**config.mk**
```make
export PLATFORM = sky130hd
export DESIGN_NAME = joy_md6_pad
export DESIGN_NICKNAME = d
export VERILOG_FILES = /design/src/rtl/joy_md6_pkg.sv /design/src/rtl/joy_md6_pad_sel_sync.sv /design/src/rtl/joy_md6_pad.sv
export SDC_FILE = /design/constraint.sdc
export NUM_CORES = 1
export LEC_CHECK = 0
export BUFFER_PORTS_ARGS = -buffer_cell sky130_fd_sc_hd__buf_2
export CAP_MARGIN = 30
export CORE_AREA = 2 2 39 41
export CTS_BUF_LIST = sky130_fd_sc_hd__clkbuf_4
export CTS_CLUSTER_DIAMETER = 80
export CTS_CLUSTER_SIZE = 20
export DETAILED_ROUTE_END_ITERATION = 16
export DIE_AREA = 0 0 41 43
export GPL_TIMING_DRIVEN = 0
export PLACE_DENSITY = 0.53
export SKIP_CTS_REPAIR_TIMING = 1
export SLEW_MARGIN = 5
export SYNTH_ARGS = -nofsm -noshare
export SYNTH_HDL_FRONTEND = slang
export SYNTH_SLANG_ARGS = --single-unit
```
**constraint.sdc**
```tcl
create_clock -name clk -period 0.8 [get_ports clk]
set_input_delay 0.16 -clock clk [delete_from_list [all_inputs] [get_ports clk]]
set_output_delay 0.16 -clock clk [all_outputs]
set_load 0.01 [all_outputs]
```
**src/rtl/joy_md6_pkg.sv**
```systemverilog
// Shared constants for the Mega Drive pad responder: button bit positions,
// select-sequence phase values and the default sequence inactivity timeout.
package joy_md6_pkg;

    // Bit positions in the active-high button word {M,S,Z,Y,X,C,B,A,U,D,L,R}
    localparam int BTN_R = 0;
    localparam int BTN_L = 1;
    localparam int BTN_D = 2;
    localparam int BTN_U = 3;
    localparam int BTN_A = 4;
    localparam int BTN_B = 5;
    localparam int BTN_C = 6;
    localparam int BTN_X = 7;
    localparam int BTN_Y = 8;
    localparam int BTN_Z = 9;
    localparam int BTN_S = 10;
    localparam int BTN_M = 11;

    localparam logic [2:0] PH_ID     = 3'd3;
    localparam logic [2:0] PH_EXT_LO = 3'd4;
    localparam logic [2:0] PH_MAX    = 3'd5;

    // 1.5 ms of SELECT silence at 48 MHz
    localparam int unsigned TIMEOUT_CYC_DEF = 72000;

endpackage

```
**src/rtl/joy_md6_pad_sel_sync.sv**
```systemverilog
// Two-flop synchronizer for the console SELECT pin with rise/fall pulses.
// Latency: 2 clocks to sel_sync; edge pulses are valid in the cycle sel_sync changes.
module joy_sel_sync (
    input  logic clk,
    input  logic reset,
    input  logic sel_async,
    output logic sel_sync,
    output logic sel_rise,
    output logic sel_fall
);

    logic meta_q, meta_d;
    logic sync_q, sync_d;
    logic prev_q, prev_d;

    always_comb begin
        meta_d = sel_async;
        sync_d = meta_q;
        prev_d = sync_q;
    end

    // Everything resets high so an idle-high SELECT produces no edge at release
    always_ff @(posedge clk or posedge reset) begin
        if (reset) begin
            meta_q <= 1'b1;
            sync_q <= 1'b1;
            prev_q <= 1'b1;
        end else begin
            meta_q <= meta_d;
            sync_q <= sync_d;
            prev_q <= prev_d;
        end
    end

    assign sel_sync = sync_q;
    assign sel_rise = sync_q & ~prev_q;
    assign sel_fall = ~sync_q & prev_q;

endmodule

```
**src/rtl/joy_md6_pad.sv**
```systemverilog
// Mega Drive pad emulation: tracks SELECT pulses and drives the active-low DB9 data pins.
// Six-button sequencing is built only when JOY_MD6_SIX_BUTTON_EN is defined; otherwise a 3-button pad.
module joy_md6_pad
    import joy_md6_pkg::*;
#(
    parameter int unsigned TIMEOUT_CYC = TIMEOUT_CYC_DEF
) (
    input  logic        clk,
    input  logic        reset,
    input  logic        sel,
    input  logic [11:0] buttons,
    output logic [5:0]  data,
    output logic [2:0]  phase,
    output logic        ext_active
);

    logic       sel_s;
    logic       sel_rise;
    logic       sel_fall;
    logic [2:0] ph;
    logic [5:0] data_q, data_d;
    logic       ext_q, ext_d;

    joy_sel_sync u_sel_sync (
        .clk       (clk),
        .reset     (reset),
        .sel_async (sel),
        .sel_sync  (sel_s),
        .sel_rise  (sel_rise),
        .sel_fall  (sel_fall)
    );

`ifdef JOY_MD6_SIX_BUTTON_EN
    localparam int IDLE_W = (TIMEOUT_CYC > 1) ? $clog2(TIMEOUT_CYC) : 1;
    localparam logic [IDLE_W-1:0] IDLE_MAX = IDLE_W'(TIMEOUT_CYC - 1);

    logic [IDLE_W-1:0] idle_q, idle_d;
    logic [2:0]        phase_q, phase_d;
    logic              timeout;

    // A timeout and a falling edge together leave phase at 1: clear first, then count
    always_comb begin
        timeout = (idle_q == IDLE_MAX);
        idle_d  = idle_q;
        if (sel_rise || sel_fall) begin
            idle_d = '0;
        end else if (!timeout) begin
            idle_d = idle_q + 1'b1;
        end
        phase_d = timeout ? 3'd0 : phase_q;
        if (sel_fall && (phase_d != PH_MAX)) begin
            phase_d = phase_d + 3'd1;
        end
    end

    always_ff @(posedge clk or posedge reset) begin
        if (reset) begin
            idle_q  <= '0;
            phase_q <= 3'd0;
        end else begin
            idle_q  <= idle_d;
            phase_q <= phase_d;
        end
    end

    assign ph = phase_q;
`else
    logic cfg_unused;

    assign ph         = 3'd0;
    assign cfg_unused = &{1'b0, sel_rise, sel_fall, buttons[BTN_X], buttons[BTN_Y],
                          buttons[BTN_Z], buttons[BTN_M], (TIMEOUT_CYC != 0)};
`endif

    always_comb begin
        ext_d = 1'b0;
        if (sel_s) begin
            if (ph == PH_ID) begin
                data_d = ~{buttons[BTN_C], buttons[BTN_B], buttons[BTN_M],
                           buttons[BTN_X], buttons[BTN_Y], buttons[BTN_Z]};
                ext_d  = 1'b1;
            end else begin
                data_d = ~{buttons[BTN_C], buttons[BTN_B], buttons[BTN_R],
                           buttons[BTN_L], buttons[BTN_D], buttons[BTN_U]};
            end
        end else if (ph == PH_ID) begin
            data_d = {~buttons[BTN_S], ~buttons[BTN_A], 4'b0000};
        end else if (ph == PH_EXT_LO) begin
            data_d = {~buttons[BTN_S], ~buttons[BTN_A], 4'b1111};
        end else begin
            data_d = {~buttons[BTN_S], ~buttons[BTN_A], 2'b00,
                      ~buttons[BTN_D], ~buttons[BTN_U]};
        end
    end

    always_ff @(posedge clk or posedge reset) begin
        if (reset) begin
            data_q <= 6'h3F;
            ext_q  <= 1'b0;
        end else begin
            data_q <= data_d;
            ext_q  <= ext_d;
        end
    end

    assign data       = data_q;
    assign ext_active = ext_q;
    assign phase      = ph;

endmodule

```
# Yosys cells after proc, flatten, opt, wreduce, memory -nomap -nowiden
# Index checks and enable logic that the tools add are counted.
# word_totals
in_bits	15
register_bits	8
out_inout_bits	10
word_cells	9
# classes
n_bitwise	5
mux	1
# op_table
op	n
2-to-1 mux 6 bit	1
NOT 6 bit	1
NOT 1 bit	4

# Logic depth before layout (Yosys ltp)
# Gate-level depths: netlist of the first run.
# depth
ltp_word	2
depth_mapped	1
depth_no_buf	1

# Cells and area by module
# Synthesis of the first run repeated with hierarchy kept, for this count alone.
# hier_totals
cells_unflattened	24
hier_area_um2	337.8
# modules_own_cells
mod	seq_area_each_um2	instances	area_per_inst_um2	cells_each
joy_md6_pad	157.7	1	240.2	18
joy_sel_sync	78.8	1	97.6	6

# Worst setup path after synthesis of the first run
# OpenSTA, ideal clock, no wires.
# synth_timing
path_kind	register to register
startpoint	register u_sel_sync.sync_q (netlist: u_sel_sync.sel_sync)
endpoint	register data_q[4] (netlist: data[4])
path_slack_ps	22
arrival_ps	703
required_time_ps	725
n_path_buf	0
setup_time_ps	75
stages_incl_launch_ff	2
synth_period_minus_slack_ps	778
path_cell_list	dfstp_2 > mux2i_1
# synth_via
elab_chain_len	1
# synth_rtl
item	line	rtl
start, declared	joy_md6_pad_sel_sync.sv:13	logic sync_q, sync_d;
start signal, assigned	joy_md6_pad_sel_sync.sv:30	sync_q <= sync_d;
2-to-1 mux 6 bit	joy_md6_pad.sv:77	if (sel_s) begin
named net data_d[4]	joy_md6_pad.sv:21	logic [5:0] data_q, data_d;
end signal, assigned	joy_md6_pad.sv:101	data_q <= data_d;
end, declared	joy_md6_pad.sv:21	
# The timed path passes the listed nets, and every way through them passes these cells.

# Worst setup path in the final report of the first run
# layout_timing
startpoint	register data_q[1] (netlist: data[1])
endpoint	output data[1]
# layout_rtl
item	line	rtl
end, declared	joy_md6_pad.sv:12	output logic [5:0] data,
# No word-level cell between the ends.

==> reports/qor.yml, run 1 <==
placed_area_um2: 404.1
synth_top_area_cell: "dfstp_2"
cp.required_ps: 640
worstSetupStartpointType: "register"
place_ws_ps: -36.72
synthArstFlopShare_pct: 100.0
wl_per_cell_um: 8.475
drive_gt1_share_pct: 73.33
clockBufferDepth: 2
synth_enable_flop_cells: 0
period_share_pct: 127.7
timing.setup.tns_ps: -1357
synthCells: 20
period_needed_ps: 1021
dieWidth_um: 41
peakVddDrop_v: 0.0007901
critPathMaxFanout: 1
yosys-top-cells-area: "dfstp_2 (72%), buf_4 (10%), mux2i_1 (6.8%)"
crit_family: "flip-flops"
path_clk_slew_ps: 50
placementRows: 14
final_hold_viol_count: 0
syn2layout_area_growth_pct: 68.80
grt_pass1_wl_um: 703
gp_congestion: 0.5170
overflow: 0
fin_ws_ps: -221.2
p_leak_nw: 0.2586
grt_pass1_vias: 181
synth_top_area_share_pct: 71.79
drc: 0
p_per_area_mw_per_mm2: 1776
rr_endpoint: "data[4]"
cp.depth: 1
seq_area_frac_synth_pct: 71.79
syn_area_um2: 292.8
power_w: 0.0008779
final_area_um2: 494.2
yosys-top-cells-count: "dfstp_2 (8), buf_4 (4), inv_1 (3)"
vias: 208
cts_tree: "done"
end_kind: "output pin"
whs_path_depth: 2
worst-path-buf-inv: 1
avgSynthCellArea_um2: 14.64
max_stage_delay_ps: 520
fmax_mhz: 979.2
antennaDiodeCount: 0
pin_count: 25
r2r_cells: 1
initial_core_util_pct: 21.16
endpoint: "data[1]"
slew_viol_final: 0
path_cells: "buf_6"
yosysUniqueCellTypes: 6
setup_viol: 8
whs_ps: 50.15
synth_seq_cells: 8
core_mm2: 0.001384
status: "finished, violations left"
critPathArrivalTime_ps: 860
clk_latency_ps: 240
maxCapViolCount: 0
worstSetupPathType: "reg2out"
drt_iter0_drc: 4
clock-root-buffer: "clkbuf_4"
violations: "negative setup slack"
slowest_stage: "dfstp_2"
cts_made_buffers: 3
gr-usage-all-layers_pct: 7.005
ys_warn_count: 0
drt_wl_total_um: 517
nets: 62
dieArea_mm2: 0.001763
dieHeight_um: 43
io_buffer_count: 16
hold_class: "in2reg"
worstSetupStartpoint: "data[1]"
viasPerCell: 3.410
cts-htree-levels: 1
grt_max_degree: 9
r2r_slack_ps: -40
clock_skew_ps: 2.997
clock-sinks: 8
dr.pass1.iters: 2
rsz0062_at_grt: "true"
antenna_found_initial: 0
ant_nets: 0
ys.flop_type: "dfstp_2"
synth_most_common_cell: "dfstp_2"
reg2reg_from: "u_sel_sync.sel_sync"
-- worst min-delay path by stage --
stage / start / slack (ps) / endpoint
floorplan: sel / 160 / u_sel_sync.meta_q
global route: buttons[10] / 30 / data[5]
detailed placement: sel / 270 / u_sel_sync.meta_q
finish: buttons[10] / 50 / data[5]
CTS: sel / -4 / u_sel_sync.meta_q
global placement: sel / 270 / u_sel_sync.meta_q
-- layer usage --
layer / global-route usage [%] / share of wire [%] / wire length [um] / up-vias
met2: 8.125 / 50 / 260 / 16
met4: 6.000 / 0 / 0 / 0
met1: 6.333 / 36 / 184 / 90
met5: 0 / 0 / 0 / -
met3: 7.853 / 14 / 73 / 0
li1: - / - / - / 102
-- cell type report --
| class | count | area, um^2 |
|---|---|---|
| fillers | 150 | 889.6 |
| flip-flops and latches | 8 | 210.2 |
| repair buffers | 19 | 147.6 |
| multi-input cells | 8 | 52.55 |
| plain buffers | 4 | 30.03 |
| clock buffers | 3 | 22.52 |
| well taps | 16 | 20.02 |
| inverters | 3 | 11.26 |
-- power breakdown --
| part | internal (W) | switching [W] |
|---|---|---|
| logic | 0.0000816 | 0.0000461 |
| registers | 0.000447 | 0.0000118 |
| clock network | 0.000171 | 0.000121 |
-- per-stage QoR --
step           instances  util [%]
2_1_floorplan         23         -
3_3_place_gp          55     29.20
3_5_place_dp          55     29.20
4_1_cts               58     30.83
5_1_grt               61     35.71
6_report              61     35.71
-- flip-flops by register name, indices dropped and copies added (netlist names) --
signal,cells
u_sel_sync.sel_sync,1
u_sel_sync.meta_q,1
data,6
-- layout by cell type, fill, tap and decap left out, drive strengths merged --
master and n:
mux2i 2, and2b 2, conb 4, inv 3, dlygate4sd3 3, clkbuf 3, buf 20, dfstp 8
-- cells by family after synthesis --
family / count (synthesis) / synth area share [%]
AND/OR/NAND/NOR: 2 / 5.984
multiplexers: 2 / 6.838
buffers and inverters: 7 / 14.10
flip-flops: 8 / 71.79
other: 1 / 1.281
(Power assumes the default switching activity.)
==> run 2, diff against run 1 <==
--- a/config.mk
+++ b/config.mk
@@ -15,6 +15,7 @@
 export DIE_AREA = 0 0 41 43
 export GPL_TIMING_DRIVEN = 0
 export PLACE_DENSITY = 0.53
+export REMOVE_ABC_BUFFERS = 1
 export SKIP_CTS_REPAIR_TIMING = 1
 export SLEW_MARGIN = 5
 export SYNTH_ARGS = -nofsm -noshare
==> run 2 against run 1 <==
Against the previous run:
- the run still ends with negative setup slack left
- clock power about the same
- critical path depth unchanged
- fmax decreased by 0.27%
- highest routed layer unchanged
- global-route usage fell by 0.11 points
- critical path type unchanged
- cell count down 8.2%
- routed wire length grew 2.7%
- core utilization decreased by 2.9 points
- sequential cell count is the same
- sequential power is essentially flat
- largest power group unchanged
- largest cell class unchanged
==> reports/qor.yml, run 2 (synthesis results as in run 1) <==
status: "finished, violations left"
violations: "negative setup slack"
wl_per_cell_um: 9.482  # +12%
seqPwrFrac_pct: 53.5  # +1.3 points
viasPerCell: 3.411  # about the same
pin_count: 25  # unchanged
critPathArrivalTime_ps: 860  # about the same
grt_pass1_vias: 168  # -7.2%
nets: 57  # -8.1%
p_int_w: 0.0006832  # -2.3%
netSwitchingFraction_pct: 20.50  # +0.12 points
grt_max_degree: 9  # unchanged
p_leak_nw: 0.2326  # -10%
gp_congestion: 0.5544  # +7.2%
cts_made_buffers: 3  # unchanged
maxCapViolCount: 0  # unchanged
worst-path-buf-inv: 1  # unchanged
rsz0062_at_grt: "true"
p_switching_w: 0.0001762  # -1.5%
worstSetupPathType: "reg2out"
dieHeight_um: 43  # unchanged
fin_ws_ps: -224.0  # -2.765 ps
crit_family: "flip-flops"
slowest_stage: "dfstp_2"
cts-htree-levels: 1  # unchanged
drt_wl_total_um: 531  # +2.7%
pwr-share-clk_pct: 33.8  # +0.6 points
path_cells: "buf_6"
placementRows: 14  # unchanged
layout_commonest_cell: "buf_2"
p_per_area_mw_per_mm2: 1892  # +6.5%
drive_gt1_share_pct: 72.50  # -0.83 points
drc: 0  # unchanged
period_needed_ps: 1024  # +2.765 ps
hold_class: "in2reg"
pwr-share-comb_pct: 12.7  # -1.8 points
syn2layout_area_growth_pct: 55.13
dr.pass1.iters: 2  # unchanged
peakVddDrop_v: 0.0007382  # -6.6%
dieWidth_um: 41  # unchanged
critPathMaxFanout: 1  # unchanged
final_hold_viol_count: 0  # unchanged
fin_util_pct: 32.82  # -2.9 points
overflow: 0  # unchanged
end_kind: "output pin"
core_mm2: 0.001384  # unchanged
fmax_mhz: 976.6  # -0.27%
ant_nets: 0  # unchanged
gr-usage-all-layers_pct: 6.897  # -0.11 points
cts_tree: "done"
cp.depth: 1  # unchanged
period_share_pct: 128.0  # +0.35 points
antennaDiodeCount: 0  # unchanged
r2r_cells: 1  # unchanged
initial_core_util_pct: 21.16  # unchanged
clock-root-buffer: "clkbuf_4"
antenna_found_initial: 0  # unchanged
grt_pass1_wl_um: 717  # +2.0%
io_buffer_count: 16  # unchanged
clockBufferDepth: 2  # unchanged
mostFrequentLayoutCells: "buf_2 (10), dfstp_2 (8), buf_6 (6)"
path_clk_slew_ps: 50  # about the same
worstSetupStartpointType: "register"
cp.required_ps: 640  # about the same
vias: 191  # -8.2%
whs_path_depth: 2  # unchanged
timing.setup.tns_ps: -1382  # -24.29 ps
largest_reg_flops: 6  # unchanged
drt_iter0_drc: 3  # -1
clock-sinks: 8  # unchanged
slew_viol_final: 0  # unchanged
setup_viol: 8  # unchanged
clock_skew_ps: 2.501  # -0.4956 ps
clk_latency_ps: 240  # about the same
dieArea_mm2: 0.001763  # unchanged
max_stage_delay_ps: 530  # about the same
==> run 2: cell types whose count changed in the layout (fill, tap and decap cells not counted), sizes merged <==
cell | previous run | this run
buf | 20 | 16
dlygate4sd3 | 3 | 2
==> run 2: per-stage QoR <==
stage	instances	total power [W]	setup WS (ps)	hold WS [ps]	area [um^2]
final	56	0.0008594	-224.0	27.03	454.2
after floorplan	19	0.0004979	21.95	164.5	274.0
after CTS	54	0.0008520	-250.8	5.788	396.6
after detailed placement	51	0.0005443	-51.21	270.3	374.1
after global routing	56	0.0009218	-267.3	12.03	454.2
after global placement	51	0.0005411	-39.48	267.6	374.1
==> run 2: worst paths after layout <==
path / slack, ps / from / endpoint
worst max-delay path: -220 / data[1] / data[1]
worst min-delay path: 30 / buttons[2] / data[1]
worst max register to register: -50 / u_sel_sync.sel_sync / data[4]
worst min register to register: 350 / u_sel_sync.meta_q / u_sel_sync.sel_sync
max in group asynchronous: 680 / reset / data[4]
min in group asynchronous: 100 / reset / u_sel_sync.meta_q
==> run 2: final cells by class <==
type	count	area [um^2]
well taps	16	20.02
repair buffers	18	137.6
multi-input cells	8	52.55
clock buffers	3	22.52
inverters	3	11.26
flip-flops and latches	8	210.2
fillers	145	929.6
==> run 2: power by group through the flow <==
stage               clock [W]  sequential, W  combinational [W]
detailed placement          0       0.000460          0.0000841
CTS                  0.000313       0.000455          0.0000842
floorplan                   0       0.000470          0.0000276
global route         0.000340       0.000461           0.000120
global placement            0       0.000459          0.0000821
finish               0.000290       0.000460           0.000109
==> run 2: routing by layer <==
layer	wire length [um]	share of wire, %	global-route usage (%)	up-vias
li1	-	-	-	91
met1	225	42	7.309	80
met2	225	42	8.438	20
met3	80	15	6.806	0
met4	0	0	4.000	0
met5	0	0	0	-
==> run 3, diff against run 2 <==
--- a/config.mk
+++ b/config.mk
@@ -5,7 +5,6 @@
 export SDC_FILE = /design/constraint.sdc
 export NUM_CORES = 1
 export LEC_CHECK = 0
-export BUFFER_PORTS_ARGS = -buffer_cell sky130_fd_sc_hd__buf_2
 export CAP_MARGIN = 30
 export CORE_AREA = 2 2 39 41
 export CTS_BUF_LIST = sky130_fd_sc_hd__clkbuf_4
@@ -13,8 +12,9 @@
 export CTS_CLUSTER_SIZE = 20
 export DETAILED_ROUTE_END_ITERATION = 16
 export DIE_AREA = 0 0 41 43
+export DONT_BUFFER_PORTS = 1
 export GPL_TIMING_DRIVEN = 0
-export PLACE_DENSITY = 0.53
+export PLACE_DENSITY = 0.36
 export REMOVE_ABC_BUFFERS = 1
 export SKIP_CTS_REPAIR_TIMING = 1
 export SLEW_MARGIN = 5
==> run 3 against run 2 <==
Against the previous run:
- the flow finishes with violations (negative hold slack, negative setup slack)
- combinational power down 47%
- sequential power increased by 2%
- first-iteration DRC count decreased by 67%
- clock power about the same
- clock skew decreased by 2.0 ps
- non-clock buffer count down 11
- critical path depth decreased by 1
- critical endpoint is now data[4]
==> reports/qor.yml, run 3 (synthesis results as in run 1) <==
status: "finished, violations left"
violations: "negative hold slack, negative setup slack"
path_clk_slew_ps: 50  # about the same
clockBufferDepth: 2  # unchanged
fmax_mhz: 1056  # +8.1%
clock-sinks: 8  # unchanged
overflow: 0  # unchanged
gr-usage-all-layers_pct: 5.876  # -1.0 points
pin_count: 25  # unchanged
ant_nets: 0  # unchanged
p_per_area_mw_per_mm2: 2102  # +11%
placementRows: 14  # unchanged
dp_hpwl_um: 350.3
grt_pass1_vias: 146  # -13%
dieHeight_um: 43  # unchanged
cp.depth: 0  # -1
dr.pass1.iters: 2  # unchanged
dieWidth_um: 41  # unchanged
n_fill_cell: 150  # +3.4%
whs_ps: -10.92  # -37.95 ps
drt_wl_total_um: 435  # -18%
syn2layout_area_growth_pct: 32.05
cp.required_ps: 640  # about the same
drive_gt1_share_pct: 44.83  # -28 points
end_kind: "output pin"
dieArea_mm2: 0.001763  # unchanged
setup_viol: 8  # unchanged
mostFrequentLayoutCells: "dfstp_2 (8), dlygate4sd3_1 (7), conb_1 (4)"
drc: 0  # unchanged
final_hold_viol_count: 8  # +8
final_area_um2: 386.6  # -15%
period_share_pct: 118.4  # -9.6 points
slew_viol_final: 0  # unchanged
cts_made_buffers: 3  # unchanged
antenna_found_initial: 0  # unchanged
hold_class: "in2async"
vias: 151  # -21%
clock-root-buffer: "clkbuf_4"
timing.setup.tns_ps: -905.4  # +476.2 ps
cts_tree: "done"
clock_skew_ps: 0.5065  # -1.995 ps
grt_pass1_wl_um: 593  # -17%
worstSetupPathType: "reg2out"
largest_reg_flops: 6  # unchanged
grt_max_degree: 9  # unchanged
rsz0062_at_grt: "true"
gp_congestion: 0.5139  # -7.3%
place_ws_ps: -28.73  # +22.48 ps
clk_latency_ps: 240  # about the same
nets: 46  # -19%
p_leak_nw: 0.1777  # -24%
critPathArrivalTime_ps: 790  # -70 ps
antennaDiodeCount: 0  # unchanged
core_mm2: 0.001384  # unchanged
peakVddDrop_v: 0.0006022  # -18%
placed_area_um2: 294.0  # -21%
cts-htree-levels: 1  # unchanged
wl_per_cell_um: 9.667  # +1.9%
viasPerCell: 3.356  # -1.6%
drt_iter0_drc: 1  # -2
layout_commonest_cell: "dfstp_2"
fin_ws_ps: -147.2  # +76.82 ps
critPathMaxFanout: 1  # unchanged
period_needed_ps: 947.2  # -76.82 ps
r2r_cells: 1  # unchanged
io_buffer_count: 0  # -16
maxCapViolCount: 0  # unchanged
initial_core_util_pct: 21.16  # unchanged
worstSetupStartpointType: "register"
power_w: 0.0008126  # -5.4%
[run 3: cell count changes in the layout (fill, tap and decap cells not counted), sizes merged]
cell / change
buf: -16
dlygate4sd3: +5
[run 3: where the power goes]
group | internal, W | switching, W | leakage [nW] | total, W
registers | 0.000448 | 0.0000203 | 0.0840 | 0.000468
clock network | 0.000170 | 0.000116 | 0.0138 | 0.000287
logic | 0.0000329 | 0.0000249 | 0.0800 | 0.0000578
[run 3: worst paths after layout]
kind                                      from                  end  slack [ps]
max                                    data[4]              data[4]        -150
min                                      reset    u_sel_sync.meta_q         -10
max reg2reg                u_sel_sync.sel_sync              data[5]         -30
min reg2reg                  u_sel_sync.meta_q  u_sel_sync.sel_sync         350
max in group asynchronous                reset              data[3]         790
min in group clk                    buttons[1]              data[2]         110
[run 3: metal layers]
metal / part of all wire (%) / up-vias / GRT usage [%]
li1: - / 70 / -
met1: 29 / 72 / 4.636
met2: 61 / 9 / 8.125
met3: 9.7 / 0 / 3.141
met4: 0 / 0 / 8.000
met5: 0 / - / 0
[run 3: cell type report]
class / count / area (um^2) / share of cell area, %
sequential: 8 / 210.2 / 54.37
timing repair buffer: 7 / 70.07 / 18.12
multi-input combinational: 8 / 52.55 / 13.59
clock buffer: 3 / 22.52 / 5.825
tap: 16 / 20.02 / 5.178
inverter: 3 / 11.26 / 2.913
[run 3: per-stage QoR]
step | hold slack (ps) | util (%) | cells
after floorplan | 164.5 | - | 19
after global placement | 164.6 | 21.25 | 35
after detailed placement | 164.6 | 21.25 | 35
after CTS | -105.3 | 22.88 | 38
after global routing | 21.57 | 27.94 | 45
final | -10.92 | 27.94 | 45
